<file path="src/rtl/add_pkg.sv">
`default_nettype none
// ============================================================================
// Module   : add_pkg
// Purpose  : Shared types and constants for the add sequencer slice.
//            data_t  - operand/result word
//            cmd_t   - queued command {op_type, arg1, arg2}
//            rsp_t   - captured result {res, ov}
//            OP_ADD / OP_SUB - op_type encodings understood by `add`
// Revision : 1.0 - initial release
// ============================================================================
package add_pkg;

    // Width of the `add` datapath. The add_seq DATA_WIDTH parameter must match.
    localparam int unsigned ADD_DATA_WIDTH = 32;

    typedef logic [ADD_DATA_WIDTH-1:0] data_t;

    typedef struct packed {
        logic  op_type;
        data_t arg1;
        data_t arg2;
    } cmd_t;

    typedef struct packed {
        data_t res;
        logic  ov;
    } rsp_t;

    localparam logic OP_ADD = 1'b1;
    localparam logic OP_SUB = 1'b0;

endpackage
`default_nettype wire

</file>
<file path="src/rtl/sync_fifo.sv">
`default_nettype none
// ============================================================================
// Module   : sync_fifo
// Purpose  : Single-clock first-word-fall-through FIFO.
// Ports    : clk, reset_n (async, active-high)
//            i_push / i_push_data  - write side (ignored when full)
//            i_pop                 - read side (ignored when empty)
//            o_head                - current head word, zero while empty
//            o_full / o_empty / o_count - occupancy status
// Notes    : DEPTH must be a power of two. Pointers carry one extra wrap bit;
//            full/empty compare the wrap bit against the index bits.
// Revision : 1.0 - initial release
// ============================================================================
module sync_fifo #(
    parameter int unsigned WIDTH = 8,
    parameter int unsigned DEPTH = 4
) (
    input  logic                     clk,
    input  logic                     reset_n,
    input  logic                     i_push,
    input  logic [WIDTH-1:0]         i_push_data,
    input  logic                     i_pop,
    output logic [WIDTH-1:0]         o_head,
    output logic                     o_full,
    output logic                     o_empty,
    output logic [$clog2(DEPTH):0]   o_count
);

    localparam int unsigned AW = $clog2(DEPTH);
    localparam int unsigned PW = AW + 1;
    localparam int unsigned IW = (AW > 0) ? AW : 1;

    logic [PW-1:0]    r_wr_ptr;
    logic [PW-1:0]    r_rd_ptr;
    logic [WIDTH-1:0] r_mem [DEPTH];
    logic [IW-1:0]    w_wr_idx;
    logic [IW-1:0]    w_rd_idx;
    logic             w_push_en;
    logic             w_pop_en;

    generate
        if (AW > 0) begin : g_multi
            assign w_wr_idx = r_wr_ptr[AW-1:0];
            assign w_rd_idx = r_rd_ptr[AW-1:0];
            assign o_full   = (r_wr_ptr[AW] != r_rd_ptr[AW]) &&
                              (r_wr_ptr[AW-1:0] == r_rd_ptr[AW-1:0]);
        end else begin : g_single
            // One entry: the pointer is only the wrap bit.
            assign w_wr_idx = '0;
            assign w_rd_idx = '0;
            assign o_full   = (r_wr_ptr != r_rd_ptr);
        end
    endgenerate

    assign o_empty   = (r_wr_ptr == r_rd_ptr);
    assign o_count   = r_wr_ptr - r_rd_ptr;
    assign w_push_en = i_push & ~o_full;
    assign w_pop_en  = i_pop & ~o_empty;

    // Gating keeps the head at zero while empty, so stale storage never leaks.
    assign o_head = o_empty ? '0 : r_mem[w_rd_idx];

    always_ff @(posedge clk) begin
        if (w_push_en) begin
            r_mem[w_wr_idx] <= i_push_data;
        end
    end

    always_ff @(posedge clk or posedge reset_n) begin
        if (reset_n) begin
            r_wr_ptr <= '0;
            r_rd_ptr <= '0;
        end else begin
            if (w_push_en) r_wr_ptr <= r_wr_ptr + 1'b1;
            if (w_pop_en)  r_rd_ptr <= r_rd_ptr + 1'b1;
        end
    end

endmodule
`default_nettype wire

</file>
<file path="src/rtl/add_seq.sv">
`default_nettype none
// ============================================================================
// Module   : add_seq
// Purpose  : Operand sequencer and result collector around the `add` unit.
//            Commands are queued, issued one per cycle to `add` while result
//            credits remain, and the result is captured ADD_LATENCY edges
//            later into a result FIFO with a valid/ready output.
// Ports    : clk, reset_n (async, active-high)
//            in_valid/in_ready/in_op_type/in_arg1/in_arg2 - command input
//            op_type/arg1/arg2  - registered operands to `add`
//            res/ov             - result from `add`
//            out_valid/out_ready/out_res/out_ov - result output
// Options  : ADD_SEQ_STATS_EN adds issue_cnt[31:0] and ov_cnt[31:0].
// Revision : 1.0 - initial release
// ============================================================================
module add_seq
    import add_pkg::*;
#(
    parameter int unsigned DATA_WIDTH  = ADD_DATA_WIDTH,
    parameter int unsigned ADD_LATENCY = 2,
    parameter int unsigned CMD_DEPTH   = 4,
    parameter int unsigned RES_DEPTH   = 4
) (
    input  logic                  clk,
    input  logic                  reset_n,
    input  logic                  in_valid,
    output logic                  in_ready,
    input  logic                  in_op_type,
    input  logic [DATA_WIDTH-1:0] in_arg1,
    input  logic [DATA_WIDTH-1:0] in_arg2,
    output logic                  op_type,
    output logic [DATA_WIDTH-1:0] arg1,
    output logic [DATA_WIDTH-1:0] arg2,
    input  logic [DATA_WIDTH-1:0] res,
    input  logic                  ov,
    output logic                  out_valid,
    input  logic                  out_ready,
    output logic [DATA_WIDTH-1:0] out_res,
    output logic                  out_ov
`ifdef ADD_SEQ_STATS_EN
    ,
    output logic [31:0]           issue_cnt,
    output logic [31:0]           ov_cnt
`endif
);

    localparam int unsigned CW = $clog2(CMD_DEPTH) + 1;
    localparam int unsigned RW = $clog2(RES_DEPTH) + 1;

    cmd_t                   w_cmd_push;
    cmd_t                   w_cmd_head;
    rsp_t                   w_rsp_push;
    rsp_t                   w_rsp_head;
    logic                   w_cmd_full;
    logic                   w_cmd_empty;
    logic [CW-1:0]          w_cmd_count_unused;
    logic                   w_res_full_unused;
    logic                   w_res_empty;
    logic [RW-1:0]          w_res_count;
    logic                   r_ready_en;
    logic [ADD_LATENCY-1:0] r_tag;
    logic [31:0]            w_inflight;
    logic [31:0]            w_credit_used;
    logic                   w_push;
    logic                   w_issue;
    logic                   w_capture;
    logic                   w_pop;

    // ------------------------------------------------------------------
    // Command side
    // ------------------------------------------------------------------
    // r_ready_en holds in_ready low through reset and releases it on the
    // first edge afterwards; the FIFO pointers alone would show "not full".
    always_ff @(posedge clk or posedge reset_n) begin
        if (reset_n) r_ready_en <= 1'b0;
        else         r_ready_en <= 1'b1;
    end

    assign in_ready = r_ready_en & ~w_cmd_full;
    assign w_push   = in_valid & in_ready;

    assign w_cmd_push.op_type = in_op_type;
    assign w_cmd_push.arg1    = in_arg1;
    assign w_cmd_push.arg2    = in_arg2;

    sync_fifo #(
        .WIDTH ($bits(cmd_t)),
        .DEPTH (CMD_DEPTH)
    ) u_cmd_fifo (
        .clk         (clk),
        .reset_n     (reset_n),
        .i_push      (w_push),
        .i_push_data (w_cmd_push),
        .i_pop       (w_issue),
        .o_head      (w_cmd_head),
        .o_full      (w_cmd_full),
        .o_empty     (w_cmd_empty),
        .o_count     (w_cmd_count_unused)
    );

    // ------------------------------------------------------------------
    // Issue with credit check: every command in flight or already parked in
    // the result FIFO holds one result slot, so the capture never overflows.
    // ------------------------------------------------------------------
    always_comb begin
        w_inflight = '0;
        for (int i = 0; i < ADD_LATENCY; i++) begin
            w_inflight = w_inflight + 32'(r_tag[i]);
        end
    end

    assign w_credit_used = w_inflight + 32'(w_res_count);
    assign w_issue       = ~w_cmd_empty & (w_credit_used < RES_DEPTH);

    always_ff @(posedge clk or posedge reset_n) begin
        if (reset_n) begin
            op_type <= 1'b0;
            arg1    <= '0;
            arg2    <= '0;
        end else if (w_issue) begin
            op_type <= w_cmd_head.op_type;
            arg1    <= w_cmd_head.arg1;
            arg2    <= w_cmd_head.arg2;
        end
    end

    // ------------------------------------------------------------------
    // Tag pipeline: a set bit marks an issued command whose result is due.
    // ------------------------------------------------------------------
    generate
        if (ADD_LATENCY == 1) begin : g_tag_one
            always_ff @(posedge clk or posedge reset_n) begin
                if (reset_n) r_tag <= '0;
                else         r_tag <= w_issue;
            end
        end else begin : g_tag_shift
            always_ff @(posedge clk or posedge reset_n) begin
                if (reset_n) r_tag <= '0;
                else         r_tag <= {r_tag[ADD_LATENCY-2:0], w_issue};
            end
        end
    endgenerate

    assign w_capture = r_tag[ADD_LATENCY-1];

    // ------------------------------------------------------------------
    // Result side
    // ------------------------------------------------------------------
    assign w_rsp_push.res = res;
    assign w_rsp_push.ov  = ov;
    assign out_valid      = ~w_res_empty;
    assign w_pop          = out_valid & out_ready;
    assign out_res        = w_rsp_head.res;
    assign out_ov         = w_rsp_head.ov;

    sync_fifo #(
        .WIDTH ($bits(rsp_t)),
        .DEPTH (RES_DEPTH)
    ) u_res_fifo (
        .clk         (clk),
        .reset_n     (reset_n),
        .i_push      (w_capture),
        .i_push_data (w_rsp_push),
        .i_pop       (w_pop),
        .o_head      (w_rsp_head),
        .o_full      (w_res_full_unused),
        .o_empty     (w_res_empty),
        .o_count     (w_res_count)
    );

`ifdef ADD_SEQ_STATS_EN
    always_ff @(posedge clk or posedge reset_n) begin
        if (reset_n) begin
            issue_cnt <= '0;
            ov_cnt    <= '0;
        end else begin
            if (w_issue)          issue_cnt <= issue_cnt + 32'd1;
            if (w_capture && ov)  ov_cnt    <= ov_cnt + 32'd1;
        end
    end
`endif

endmodule
`default_nettype wire

</file>
<file path="config.mk">
export PLATFORM = sky130hd
export DESIGN_NAME = add_seq
export DESIGN_NICKNAME = d
export VERILOG_FILES = /design/src/rtl/add_pkg.sv /design/src/rtl/sync_fifo.sv /design/src/rtl/add_seq.sv
export SDC_FILE = /design/constraint.sdc
export NUM_CORES = 1
export LEC_CHECK = 0
export ABC_AREA = 1
export CAP_MARGIN = 20
export CORE_ASPECT_RATIO = 1.5
export CORE_UTILIZATION = 33
export DETAILED_ROUTE_END_ITERATION = 10
export GPL_ROUTABILITY_DRIVEN = 0
export HOLD_SLACK_MARGIN = 0.12
export PLACE_DENSITY = 0.57
export SLEW_MARGIN = 30
export SYNTH_ARGS = -nofsm -noshare
export SYNTH_HDL_FRONTEND = slang
export SYNTH_HIERARCHICAL = 1
export SYNTH_SLANG_ARGS = --single-unit
</file>
<file path="constraint.sdc">
create_clock -name clk -period 6.75 [get_ports clk]
set_input_delay 0.675 -clock clk [delete_from_list [all_inputs] [get_ports clk]]
set_output_delay 0.675 -clock clk [all_outputs]
set_load 0.03 [all_outputs]
</file>
# Word level (Yosys, flattened, before mapping)
# Memories as Yosys holds them, arrays and structs flattened. A register that Yosys moved wholly into a read port is not among the register bits.
# Index checks and enable logic that the tools add are counted.
[word_totals]
inputBits = 102
word_cells = 41
ff_bits = 15
ram_bits = 392
n_memories = 2
out_inout_bits = 100
[classes]
n_bitwise = 12
n_lt_le_gt_ge = 1
n_reduce_logical = 2
add_sub_neg = 7
muxes = 5
eq_ne = 6
[mem_list]
columns = ["name", "depth", "word_bits", "read_ports", "rd_clocked_by_memory_dff", "write_ports", "line_no", "source"]
rows = [
  ["u_cmd_fifo.r_mem", 4, 65, 1, 1, 1, "sync_fifo.sv:35", "logic [WIDTH-1:0] r_mem [DEPTH];"],
  ["u_res_fifo.r_mem", 4, 33, 1, 0, 1, "sync_fifo.sv:35", ""],
]
[ops]
columns = ["cell", "count"]
rows = [
  ["33-bit two-way mux", 1],
  ["3-bit by 1-bit adder with 3-bit output (second input constant)", 4],
  ["1-bit AND", 8],
  ["3-bit equality test", 2],
  ["2-bit by 3-bit adder with 4-bit output", 1],
  ["2-bit equality test", 2],
  ["4-bit by 3-bit less-than comparator with 1-bit output (second input constant)", 1],
  ["1-bit two-way mux", 4],
  ["1-bit NOT", 4],
  ["3-bit subtractor", 1],
  ["1-bit by 1-bit adder with 2-bit output", 1],
  ["1-bit logical AND", 2],
  ["1-bit != test", 2],
]

# Depth between registers and ports, before layout
# Gate-level depths: netlist (run 1).
[depth]
word_depth = 8
ltp_mapped = 16
ltp_nobuf = 12

# Hierarchy
# The synthesis (run 1) kept the hierarchy.
[by_module_without_submodules]
columns = ["mod", "cells_per_inst", "seq_area_each_um2", "area_each_um2", "n_inst"]
rows = [
  ["sync_fifo (u_cmd_fifo)", 1026, 7957.6, 11373.4, 1],
  ["sync_fifo (u_res_fifo)", 553, 4113.9, 6059.6, 1],
  ["add_seq", 300, 1701.6, 2743.9, 1],
]

# Least setup slack after synthesis (run 1)
# Ideal clock, no wire load.
[synth_path]
path_type = "register -> register"
from = "register u_cmd_fifo.r_rd_ptr[1]"
to = "memory u_cmd_fifo/r_mem[0][0] in the netlist's numbering (enable)"
required_ps = 6261
setup_slack_ps = 1610
n_path_buf = 1
path_stages_with_launch = 11
arrival_time_ps = 4651
cell_sequence = "dfrtp_1 inv_1 clkbuf_1 ha_1 nand2_1 inv_1 nand3_1 inv_1 nor3b_1 nand2_1 nor2_1"
[synth_via]
elab_chain_cells = 8
[synth_lines]
columns = ["element", "line_no", "source"]
rows = [
  ["start, declared", "sync_fifo.sv:34", "logic [PW-1:0] r_rd_ptr;"],
  ["start signal, assigned", "sync_fifo.sv:75", "if (w_pop_en) r_rd_ptr <= r_rd_ptr + 1'b1;"],
  ["2-bit equality test", "sync_fifo.sv:46", "(r_wr_ptr[AW-1:0] == r_rd_ptr[AW-1:0]);"],
  ["1-bit logical AND", "sync_fifo.sv:45", "assign o_full = (r_wr_ptr[AW] != r_rd_ptr[AW]) &&"],
  ["net w_cmd_full", "add_seq.sv:54", "logic w_cmd_full;"],
  ["1-bit NOT", "add_seq.sv:79", "assign in_ready = r_ready_en & ~w_cmd_full;"],
  ["1-bit AND", "add_seq.sv:79", ""],
  ["1-bit AND", "add_seq.sv:80", "assign w_push = in_valid & in_ready;"],
  ["net w_push", "add_seq.sv:64", "logic w_push;"],
  ["1-bit AND", "sync_fifo.sv:57", "assign w_push_en = i_push & ~o_full;"],
  ["1-bit two-way mux", "sync_fifo.sv:64", "if (w_push_en) begin"],
  ["1-bit two-way mux (not written as such)", "sync_fifo.sv:65", "r_mem[w_wr_idx] <= i_push_data;"],
  ["end, declared", "sync_fifo.sv:35", ""],
]
# The timed path passes the listed nets, and every way through them passes these cells.

# Final worst setup path (run 1)
[layout_path]
from = "register u_res_fifo.r_rd_ptr[1]"
to = "output port out_res[0]"
[layout_via]
elab_chain_cells = 2
elab_cells_between_ends = 3
cone_classes = "eq/ne (1); mux (1); memory (1)"
[layout_lines]
columns = ["element", "line_no", "source"]
rows = [
  ["start, declared", "sync_fifo.sv:34", ""],
  ["start signal, assigned", "sync_fifo.sv:75", ""],
  ["3-bit equality test", "sync_fifo.sv:55", "assign o_empty = (r_wr_ptr == r_rd_ptr);"],
  ["net w_res_empty", "add_seq.sv:58", "logic w_res_empty;"],
  ["33-bit two-way mux", "sync_fifo.sv:61", "assign o_head = o_empty ? '0 : r_mem[w_rd_idx];"],
  ["end, declared", "add_seq.sv:38", "output logic [DATA_WIDTH-1:0] out_res,"],
]
# The timed path passes the listed nets, and every way through them passes these cells.

==> summary.txt, run 1 <==
Run status
  – Status: complete, no violations

Global routing
  – First-pass GRT wire length: 74.6 mm
  – Tot GR Track Use: 15.5%
  – Largest net degree at the start of global routing: 79
  – Number of global-route vias before repair: approximately 13000
  – Initial antenna violation count: 8
  – Overflow after GRT: 0

Pwr
  – Register share of total power: 32.6%
  – Clock power share: a little over a fifth
  – Total net switching power: roughly 5.4 mW
  – Peak supply drop: 310 uV
  – Pwr/cell area: 518 nW/um^2
  – Net Sw Frac: approximately 43%
  – Cell-internal power: approximately 7.3 mW
  – Gate power share: 45.8%
  – Static leakage: 10.2 nW

Floorplanning
  – Die footprint: between 60000 and 70000 sq um
  – FP Rows: between 100 and 150
  – I/O pin count: 202
  – Initial core utilization: 33.5%
  – Die X-Extent: 204 um
  – CORE AREA: around 60000 sq um
  – Die H: 305 um

Detailed routing
  – WL/cell: 16.6 um
  – Final wirelength: 47.7 mm
  – Detail Route Antenna Nets: 0
  – 1st-pass router iterations: 5
  – Vias: 13100
  – Initial drt markers: 725
  – Vias per cell: 4.58
  – DRC: 0

Setup path
  – Setup crit start kind: flip-flop
  – Worst-path cell chain: buf_4 > inv_2 > ha_1 > nand2_1 > inv_1 > nand3_4 > inv_4 > a21oi_1 > clkdlybuf4s50_1
  – CP delay by family, top: buffers and inverters
  – Critical Path End Type: output port
  – Critical-path maximum fanout: 35
  – R2R depth: 13
  – Buffer and inverter count on the worst path: 5
  – WP data required: 6.07 ns
  – Arr. time, crit path: roughly 3.8 ns
  – CP Class: reg2out
  – Critical path depth: 9
  – Slowest library cell on the worst path: clkdlybuf4s50_1
  – CP peak stage delay: about 0.62 ns

Placed design
  – Area post-placement: approximately 23000 sq um
  – IO buf count: 201
  – DP HPWL: 28.1 mm

Clock network
  – CTS HTree Levels: 2
  – CTS buffer count: between 40 and 50
  – Root buf cell: clkbuf_16
  – CTS Buffer Depth: 3
  – Post_cts resized: 0
  – CTS tree: yes
  – # hold bufs at CTS: 0
  – Worst skew pair latency: 0.59 ns
  – Clock Sinks: 472
  – CTS clk-pin slew, worst paths: 0.07 ns
  – # Post-CTS Setup Buffers: 0

Finish
  – Share of layout cells above drive strength 1: 9.26%
  – Area growth syn-to-layout: 21.0%
  – Fillers: about 5700
  – Final Cell Area: between 20000 and 25000 sq um
  – Nets: ~2200

Timing
  – Final Hold Viols: 0
  – Final Skew: 0.0437 ns
  – Fin crit share: 66.0%
  – Unrepaired setup endpoints after global routing: no
  – Max Clk Rate: roughly 0.22 GHz
  – Final Max Tran Viols: 0
  – Worst slew margin: between 30% and 40%
  – Pin slew with the least headroom to its limit: approximately 0.92 ns
  – Setup violators final: 0
  – Final min period: 4.46 ns
  – Setup TNS: 0 ns

Hold path
  – Worst Hold Depth: 0
  – Worst hold path type: reg2reg

Flow run
  – Maxcap violations: 0

Logic synthesis
  – Syn Inst Count: 1873
  – Synthesized cell area: around 20000 sq um
  – Number of synthesis warnings: 6
  – Avg Cell Area, Syn: 10.7 sq um
  – Syn nets: 1991
layout by cell type (no fill, tap or decap):
cell	count
nand2_1	761
inv_16	1
clkinv_2	10
nor2_4	7
clkinvlp_4	7
nor3b_1	1
dfrtp_4	1
clkbuf_8	3
clkdlybuf4s50_1	201
clkbuf_16	47
fa_1	1
edfxtp_1	392
dfrtp_1	77
xor2_1	3
nand2_2	4
inv_2	6
nand3_1	177
buf_4	18
clkinv_1	4
inv_6	1
clkinv_4	2
conb_1	1
clkinv_16	1
nand3_4	2
inv_4	2
diode_2	1
inv_1	222
bufinv_16	7
buf_16	1
a21oi_2	69
a21oi_1	29
clkbuf_1	6
dfrtp_2	2
buf_6	2
ha_1	15
nor2_1	2
registers in the layout (all words and copies together) (netlist names):
| register | count |
|---|---|
| arg1 | 32 |
| arg2 | 32 |
| op_type | 1 |
| r_ready_en | 1 |
| r_tag | 2 |
| u_cmd_fifo/r_mem | 260 |
| u_cmd_fifo/r_rd_ptr | 3 |
| u_cmd_fifo/r_wr_ptr | 3 |
| u_res_fifo/r_mem | 132 |
| u_res_fifo/r_rd_ptr | 3 |
| u_res_fifo/r_wr_ptr | 3 |
worst paths after layout:
| path | from | to | slack, ns |
|---|---|---|---|
| setup / recovery | u_res_fifo/r_rd_ptr[1] | out_res[0] | 2.29 |
| hold / removal | r_tag[0] | r_tag[1] | 0.44 |
| setup reg to reg | u_cmd_fifo/r_rd_ptr[0] | u_cmd_fifo/r_rd_ptr[0] | 2.46 |
| hold reg to reg | r_tag[0] | r_tag[1] | 0.44 |
| max in group asynchronous | reset_n | arg1[28] | 5.14 |
| min in group asynchronous | reset_n | u_cmd_fifo/r_rd_ptr[2] | 0.47 |
metrics by stage:
step | total power, mW | instances | setup WS [ns] | hold WS, ns | util, %
2_1_floorplan | 8.34 | 1873 | 1.65 | 0.357 | -
3_3_place_gp | 9.98 | 2782 | 2.38 | 0.392 | 37.7
3_5_place_dp | 10.1 | 2782 | 2.33 | 0.389 | 37.7
4_1_cts | 12.8 | 2868 | 2.21 | 0.446 | 40.4
5_1_grt | 13.5 | 2870 | 1.96 | 0.455 | 40.5
6_report | 12.6 | 2870 | 2.29 | 0.435 | 40.5
power groups by stage:
stage	registers, mW	clock network (mW)	logic (mW)
after global placement	4.17	0	5.81
after global routing	4.17	2.91	6.41
after CTS	4.13	2.80	5.92
final	4.12	2.72	5.78
after detailed placement	4.18	0	5.90
after floorplan	4.42	0	3.91
routing by layer:
| metal | wire [um] | track usage, % |
|---|---|---|
| met5 | 100 | 0 |
| met4 | 1000 | 4.39 |
| met3 | 3060 | 3.80 |
| met2 | 23600 | 27.2 |
| met1 | 19900 | 18.6 |
area by class of cell:
type	instances	area, sq um	area share (%)
clock buffer	56	1240	5.09
sequential	472	13800	56.6
timing repair buffer	222	2200	9.02
tap	784	981	4.03
inverter	233	883	3.63
clock inverter	30	389	1.60
multi-input combinational	1072	4880	20.1
antenna	1	2.50	0.0103
Power figures use the tool's default switching activity.
==> run 2, diff against run 1 <==
--- a/config.mk
+++ b/config.mk
@@ -12,7 +12,7 @@
 export DETAILED_ROUTE_END_ITERATION = 10
 export GPL_ROUTABILITY_DRIVEN = 0
 export HOLD_SLACK_MARGIN = 0.12
-export PLACE_DENSITY = 0.57
+export PLACE_DENSITY = 0.59
 export SLEW_MARGIN = 30
 export SYNTH_ARGS = -nofsm -noshare
 export SYNTH_HDL_FRONTEND = slang
==> constraint.sdc (replaced) <==
create_clock -name clk -period 3.6 [get_ports clk]
set_input_delay 0.36 -clock clk [delete_from_list [all_inputs] [get_ports clk]]
set_output_delay 0.36 -clock clk [all_outputs]
set_load 0.03 [all_outputs]
==> summary.txt, run 2 (synthesized netlist as in run 1, its figures left out) <==
Finish
  – Most frequent cells in the layout: 761 x nand2_1, 392 x edfxtp_1, 222 x inv_1, 199 x clkdlybuf4s50_1, 177 x nand3_1
  – Number of flip-flops in the largest register: 260
  – Largest registers: u_cmd_fifo/r_mem x260, u_res_fifo/r_mem x132
  – Share of layout cells above drive strength 1: 8.86%
  – Nets: 2170
  – Non-Filler Instances: 2873
  – Fillers: between 5000 and 6000
  – Largest Register: u_cmd_fifo/r_mem
  – Final Cell Area: 24300 sq um
  – Area growth syn-to-layout: 20.6%
  – Commonest non-fill, non-tap cell in the layout: nand2_1

Placed design
  – Placed insts: 2788
  – Area post-placement: 22800 sq um
  – DP HPWL: 28.6 mm
  – IO buf count: 201

Pwr
  – Peak supply drop: about 1100 uV
  – Static leakage: 10.2 nW
  – Gate power share: between 40% and 50%
  – Cell-internal power: 13.2 mW
  – Net Sw Frac: 42.9%
  – Pwr/cell area: 955 nW/um^2
  – Total net switching power: 9.95 mW
  – Power Total: around 23 mW
  – Register share of total power: 32.8%
  – Clock power share: 20.0%

Floorplanning
  – Die X-Extent: 204 um
  – Die footprint: slightly above 60000 sq um
  – FP Rows: 110
  – I/O pin count: 202
  – Initial core utilization: 33.5%
  – CORE AREA: 60100 sq um
  – Die H: roughly 300 um

Timing
  – Final Hold Viols: 0
  – Final Skew: 0.0365 ns
  – Final Max Tran Viols: 0
  – Setup violators final: 0
  – Final min period: 3.21 ns
  – Unrepaired setup endpoints after global routing: no
  – Worst slew margin: about two fifths
  – Fin crit share: between 80% and 90%
  – Setup TNS: 0 ns
  – Pin slew with the least headroom to its limit: 0.892 ns
  – Max Clk Rate: 0.312 GHz

Clock network
  – CTS tree: yes
  – Post_cts resized: 0
  – Root buf cell: clkbuf_16
  – # hold bufs at CTS: 0
  – # Post-CTS Setup Buffers: 0
  – CTS clk-pin slew, worst paths: 0.07 ns
  – CTS HTree Levels: 2
  – CTS Buffer Depth: 3
  – Worst skew pair latency: 0.60 ns
  – Clock Sinks: roughly 470
  – CTS buffer count: 46

Global routing
  – Met2 Use GR: 27.8%
  – Tot GR Track Use: 15.3%
  – Largest net degree at the start of global routing: 105
  – Initial antenna violation count: 7
  – Met3 global-route usage: between 2 and 3%
  – Number of global-route vias before repair: 13300
  – GR peak layer: met2
  – Met1 GRT Util: 18.0%
  – First-pass GRT wire length: 74.1 mm
  – Overflow after GRT: 0

Detailed routing
  – Detail Route Antenna Nets: 0
  – Vias: 13200
  – 1st-pass router iterations: 5
  – WL/cell: 16.5 um
  – Initial drt markers: 609
  – DRC: 0
  – Vias per cell: 4.60
  – Final wirelength: 47.3 mm

Setup path
  – WP data required: about 3.2 ns
  – Critical-path maximum fanout: 35
  – Arr. time, crit path: 2.85 ns
  – Critical Path End Type: output port
  – Setup crit start kind: flip-flop
  – CP Class: reg2out

Hold path
  – Worst hold path type: in2async

Flow run
  – Maxcap violations: 0

Run status
  – Status: complete, no violations
[run 2: cell count changes in the layout (fill, tap and decap cells not counted), moves of 2 or more]
cell | previous run | this run
buf_12 | 0 | 7
buf_4 | 18 | 20
bufinv_16 | 7 | 0
clkbuf_1 | 6 | 21
clkbuf_8 | 3 | 6
clkdlybuf4s50_1 | 201 | 199
clkinv_1 | 4 | 2
clkinv_2 | 10 | 3
clkinvlp_4 | 7 | 3
nand2_2 | 4 | 2
nand2_4 | 0 | 2
[run 2: final timing paths]
kind	from	to	slack (ns)	cells past startpoint
worst max register to register	u_cmd_fifo/r_wr_ptr[0]	u_cmd_fifo/r_mem[1][35]	0.46	10
worst min register to register	r_tag[0]	r_tag[1]	0.41	0
max in group asynchronous	reset_n	arg1[21]	2.67	3
worst min-delay path	reset_n	u_cmd_fifo/r_wr_ptr[1]	0.13	2
min in group clk	in_arg2[7]	u_cmd_fifo/r_mem[0][7]	0.40	1
worst max-delay path	u_res_fifo/r_wr_ptr[0]	out_res[26]	0.39	8
[run 2: metal layers]
metal | part of all wire, % | vias to the layer above
li1 | - | 6386
met1 | 41 | 6410
met2 | 52 | 315
met3 | 5.2 | 80
met4 | 2.2 | 12
met5 | 0.17 | -
[run 2: cell type report]
cell class | instances | area, sq um | area share (%)
repair buffers | 227 | 2290 | 9.45
inverters | 233 | 887 | 3.65
well taps | 784 | 981 | 4.04
clock buffers | 74 | 1340 | 5.51
flip-flops and latches | 472 | 13800 | 56.8
diodes | 1 | 2.50 | 0.0103
clock inverters | 10 | 103 | 0.423
multi-input cells | 1072 | 4890 | 20.2
[run 2: through the flow]
step	util [%]	hold slack, ns	setup WS [ns]
after global routing	40.4	0.168	0.193
after global placement	38.0	0.408	0.601
after detailed placement	38.0	0.409	0.487
after floorplan	-	0.151	-0.453
final	40.4	0.130	0.392
after CTS	40.4	0.122	0.327
[run 2: critical path, stage by stage, from the launching register on]
cell,delay [ns]
dfrtp_1,0.40
inv_1,0.11
ha_1,0.31
nand2_1,0.05
inv_1,0.10
nand3_4,0.10
inv_4,0.44
a21oi_2,0.08
clkdlybuf4s50_1,0.63
[run 2: power groups by stage]
stage	clock (mW)	combinational (mW)	sequential (mW)
after floorplan	0	7.35	8.28
after global placement	0	11.0	7.68
after detailed placement	0	11.2	7.72
after CTS	4.76	11.2	7.61
after global routing	4.97	12.2	7.71
final	4.63	11.0	7.60
==> run 3, diff against run 2 <==
--- a/config.mk
+++ b/config.mk
@@ -7,7 +7,8 @@
 export LEC_CHECK = 0
 export ABC_AREA = 1
 export CAP_MARGIN = 20
-export CORE_ASPECT_RATIO = 1.5
+export CORE_ASPECT_RATIO = 0.75
+export CORE_MARGIN = 8
 export CORE_UTILIZATION = 33
 export DETAILED_ROUTE_END_ITERATION = 10
 export GPL_ROUTABILITY_DRIVEN = 0
==> constraint.sdc (replaced) <==
create_clock -name clk -period 3.6 [get_ports clk]
set_input_delay 0.9 -clock clk [delete_from_list [all_inputs] [get_ports clk]]
set_output_delay 0.9 -clock clk [all_outputs]
set_load 0.03 [all_outputs]
==> summary.txt, run 3 (synthesized netlist as in run 1, its figures left out) <==
Run status
  – Status: complete, no violations

Setup path
  – Critical path depth: 9
  – WP data required: 2.70 ns
  – R2R depth: 10
  – CP Class: reg2out
  – Setup crit start kind: flip-flop
  – Buffer and inverter count on the worst path: 5
  – Worst-path cell chain: inv_1 > ha_1 > nand2_1 > inv_1 > nand3_4 > inv_8 > buf_4 > a21oi_2 > dlygate4sd2_1
  – CP most frequent cell: inv_1
  – Critical-path maximum fanout: 18
  – CP delay by family, top: buffers and inverters
  – Arr. time, crit path: 2.50 ns
  – CP peak stage delay: approximately 0.40 ns
  – Slowest library cell on the worst path: dfrtp_1
  – Critical Path End Type: output port

Flow run
  – Maxcap violations: 0

Detailed routing
  – Met1 wire length: 22.1 mm
  – Initial drt markers: 670
  – Vias per cell: roughly 4.5
  – Vias: ~13000
  – Final wirelength: 49.5 mm
  – WL met3: 3.56 mm
  – DR top layer: met5
  – WL/cell: between 15 and 20 um
  – WL met2: 22.9 mm
  – 1st-pass router iterations: 5
  – Detail Route Antenna Nets: 0
  – DRC: 0

Finish
  – Most frequent cells in the layout: 761 x nand2_1, 392 x edfxtp_1, 222 x inv_1, 177 x nand3_1, 166 x clkdlybuf4s50_1
  – Number of flip-flops in the largest register: 260
  – Largest Register: u_cmd_fifo/r_mem
  – Largest registers: u_cmd_fifo/r_mem x260, u_res_fifo/r_mem x132
  – Nets: 2178
  – Area growth syn-to-layout: 22.2%
  – Fillers: 5701
  – Commonest non-fill, non-tap cell in the layout: nand2_1
  – Share of layout cells above drive strength 1: 9.99%

Placed design
  – IO buf count: approximately 200
  – DP HPWL: 28.2 mm

Clock network
  – Worst skew pair latency: 0.59 ns
  – # Post-CTS Setup Buffers: 0
  – Clock Sinks: around 470
  – CTS buffer count: 50
  – CTS Buffer Depth: 3
  – Root buf cell: clkbuf_16
  – # hold bufs at CTS: 0
  – Post_cts resized: 21
  – CTS tree: yes
  – CTS HTree Levels: 2
  – CTS clk-pin slew, worst paths: 0.06 ns

Floorplanning
  – CORE AREA: 60400 sq um
  – I/O pin count: between 200 and 250
  – FP Rows: 78
  – Die X-Extent: 301 um
  – Die H: 230 um
  – Die footprint: 69300 sq um
  – Initial core utilization: 33.3%

Pwr
  – Total net switching power: 10.3 mW
  – Pwr/cell area: approximately 1000 nW/um^2
  – Power Total: about 24 mW
  – Static leakage: ~10 nW
  – Peak supply drop: 927 uV
  – Net Sw Frac: between 40% and 50%
  – Gate power share: 46.7%
  – Clock power share: 21.7%
  – Cell-internal power: 13.7 mW
  – Register share of total power: 31.6%

Global routing
  – Tot GR Track Use: 14.0%
  – Number of global-route vias before repair: ~13000
  – Initial antenna violation count: 11
  – First-pass GRT wire length: around 77 mm
  – Largest net degree at the start of global routing: 107
  – Overflow after GRT: 0

Timing
  – Final min period: 3.40 ns
  – Final Max Tran Viols: 0
  – Max Clk Rate: 0.294 GHz
  – Setup TNS: 0 ns
  – Worst slew margin: 34.9%
  – Hold WS: 0.403 ns
  – Final Skew: 0.0199 ns
  – Pin slew with the least headroom to its limit: 0.976 ns
  – Final Hold Viols: 0
  – Fin crit share: 94.4%
  – Setup violators final: 0
  – Unrepaired setup endpoints after global routing: yes

Hold path
  – Worst Hold Depth: 0
  – Worst hold path type: reg2reg
run 3: power by group through the flow:
stage | sequential (mW) | combinational [mW] | clock [mW]
3_5_place_dp | 7.68 | 11.5 | 0
3_3_place_gp | 7.65 | 11.4 | 0
4_1_cts | 7.58 | 11.4 | 5.38
5_1_grt | 7.68 | 12.4 | 5.59
2_1_floorplan | 8.28 | 7.35 | 0
6_report | 7.58 | 11.2 | 5.21
run 3: cell type report:
cell class                 instances  area [sq um]  share of cell area, %
sequential                       472         13800                   56.0
multi-input combinational       1072          4880                   19.8
timing repair buffer             231          2350                   9.57
clock buffer                      69          1430                   5.79
tap                              800          1000                   4.07
inverter                         233           891                   3.62
clock inverter                    25           265                   1.08
antenna                            5          12.5                 0.0508
run 3: worst paths after layout:
path                                      endpoint  slack [ns]                   start
hold reg to reg                           r_tag[1]        0.40                r_tag[0]
max in group asynchronous                  arg2[4]        2.02                 reset_n
min in group asynchronous   u_res_fifo/r_wr_ptr[0]        0.68                 reset_n
setup reg to reg           u_cmd_fifo/r_mem[2][29]        0.58  u_cmd_fifo/r_wr_ptr[0]
hold / removal                            r_tag[1]        0.40                r_tag[0]
setup / recovery                       out_res[14]        0.20  u_res_fifo/r_wr_ptr[0]
run 3: stage by stage:
stage                     utilization [%]  worst slack (ns)  std cells  instance area (sq um)
after floorplan                         -            -0.453       1873                  20100
after global placement               37.9             0.405       2808                  22900
after detailed placement             37.9             0.379       2808                  22900
after CTS                            40.7            0.0233       2902                  24600
after global routing                 40.7           -0.0314       2902                  24600
final                                40.7             0.201       2907                  24600
run 3: worst register-to-register path: stages (launching register included):
cell	delay, ns
dfrtp_1	0.39
inv_1	0.11
ha_1	0.30
nand2_1	0.07
inv_1	0.07
nand3_1	0.18
inv_1	0.09
nor3b_1	0.43
nand2_1	0.33
nor2_4	0.21
buf_4	0.45
run 3: per-layer routing:
layer	global-route usage, %	vias to the layer above
met5	0	-
met4	3.42	8
met3	3.67	71
met2	22.7	303
met1	18.6	6375
li1	-	6427
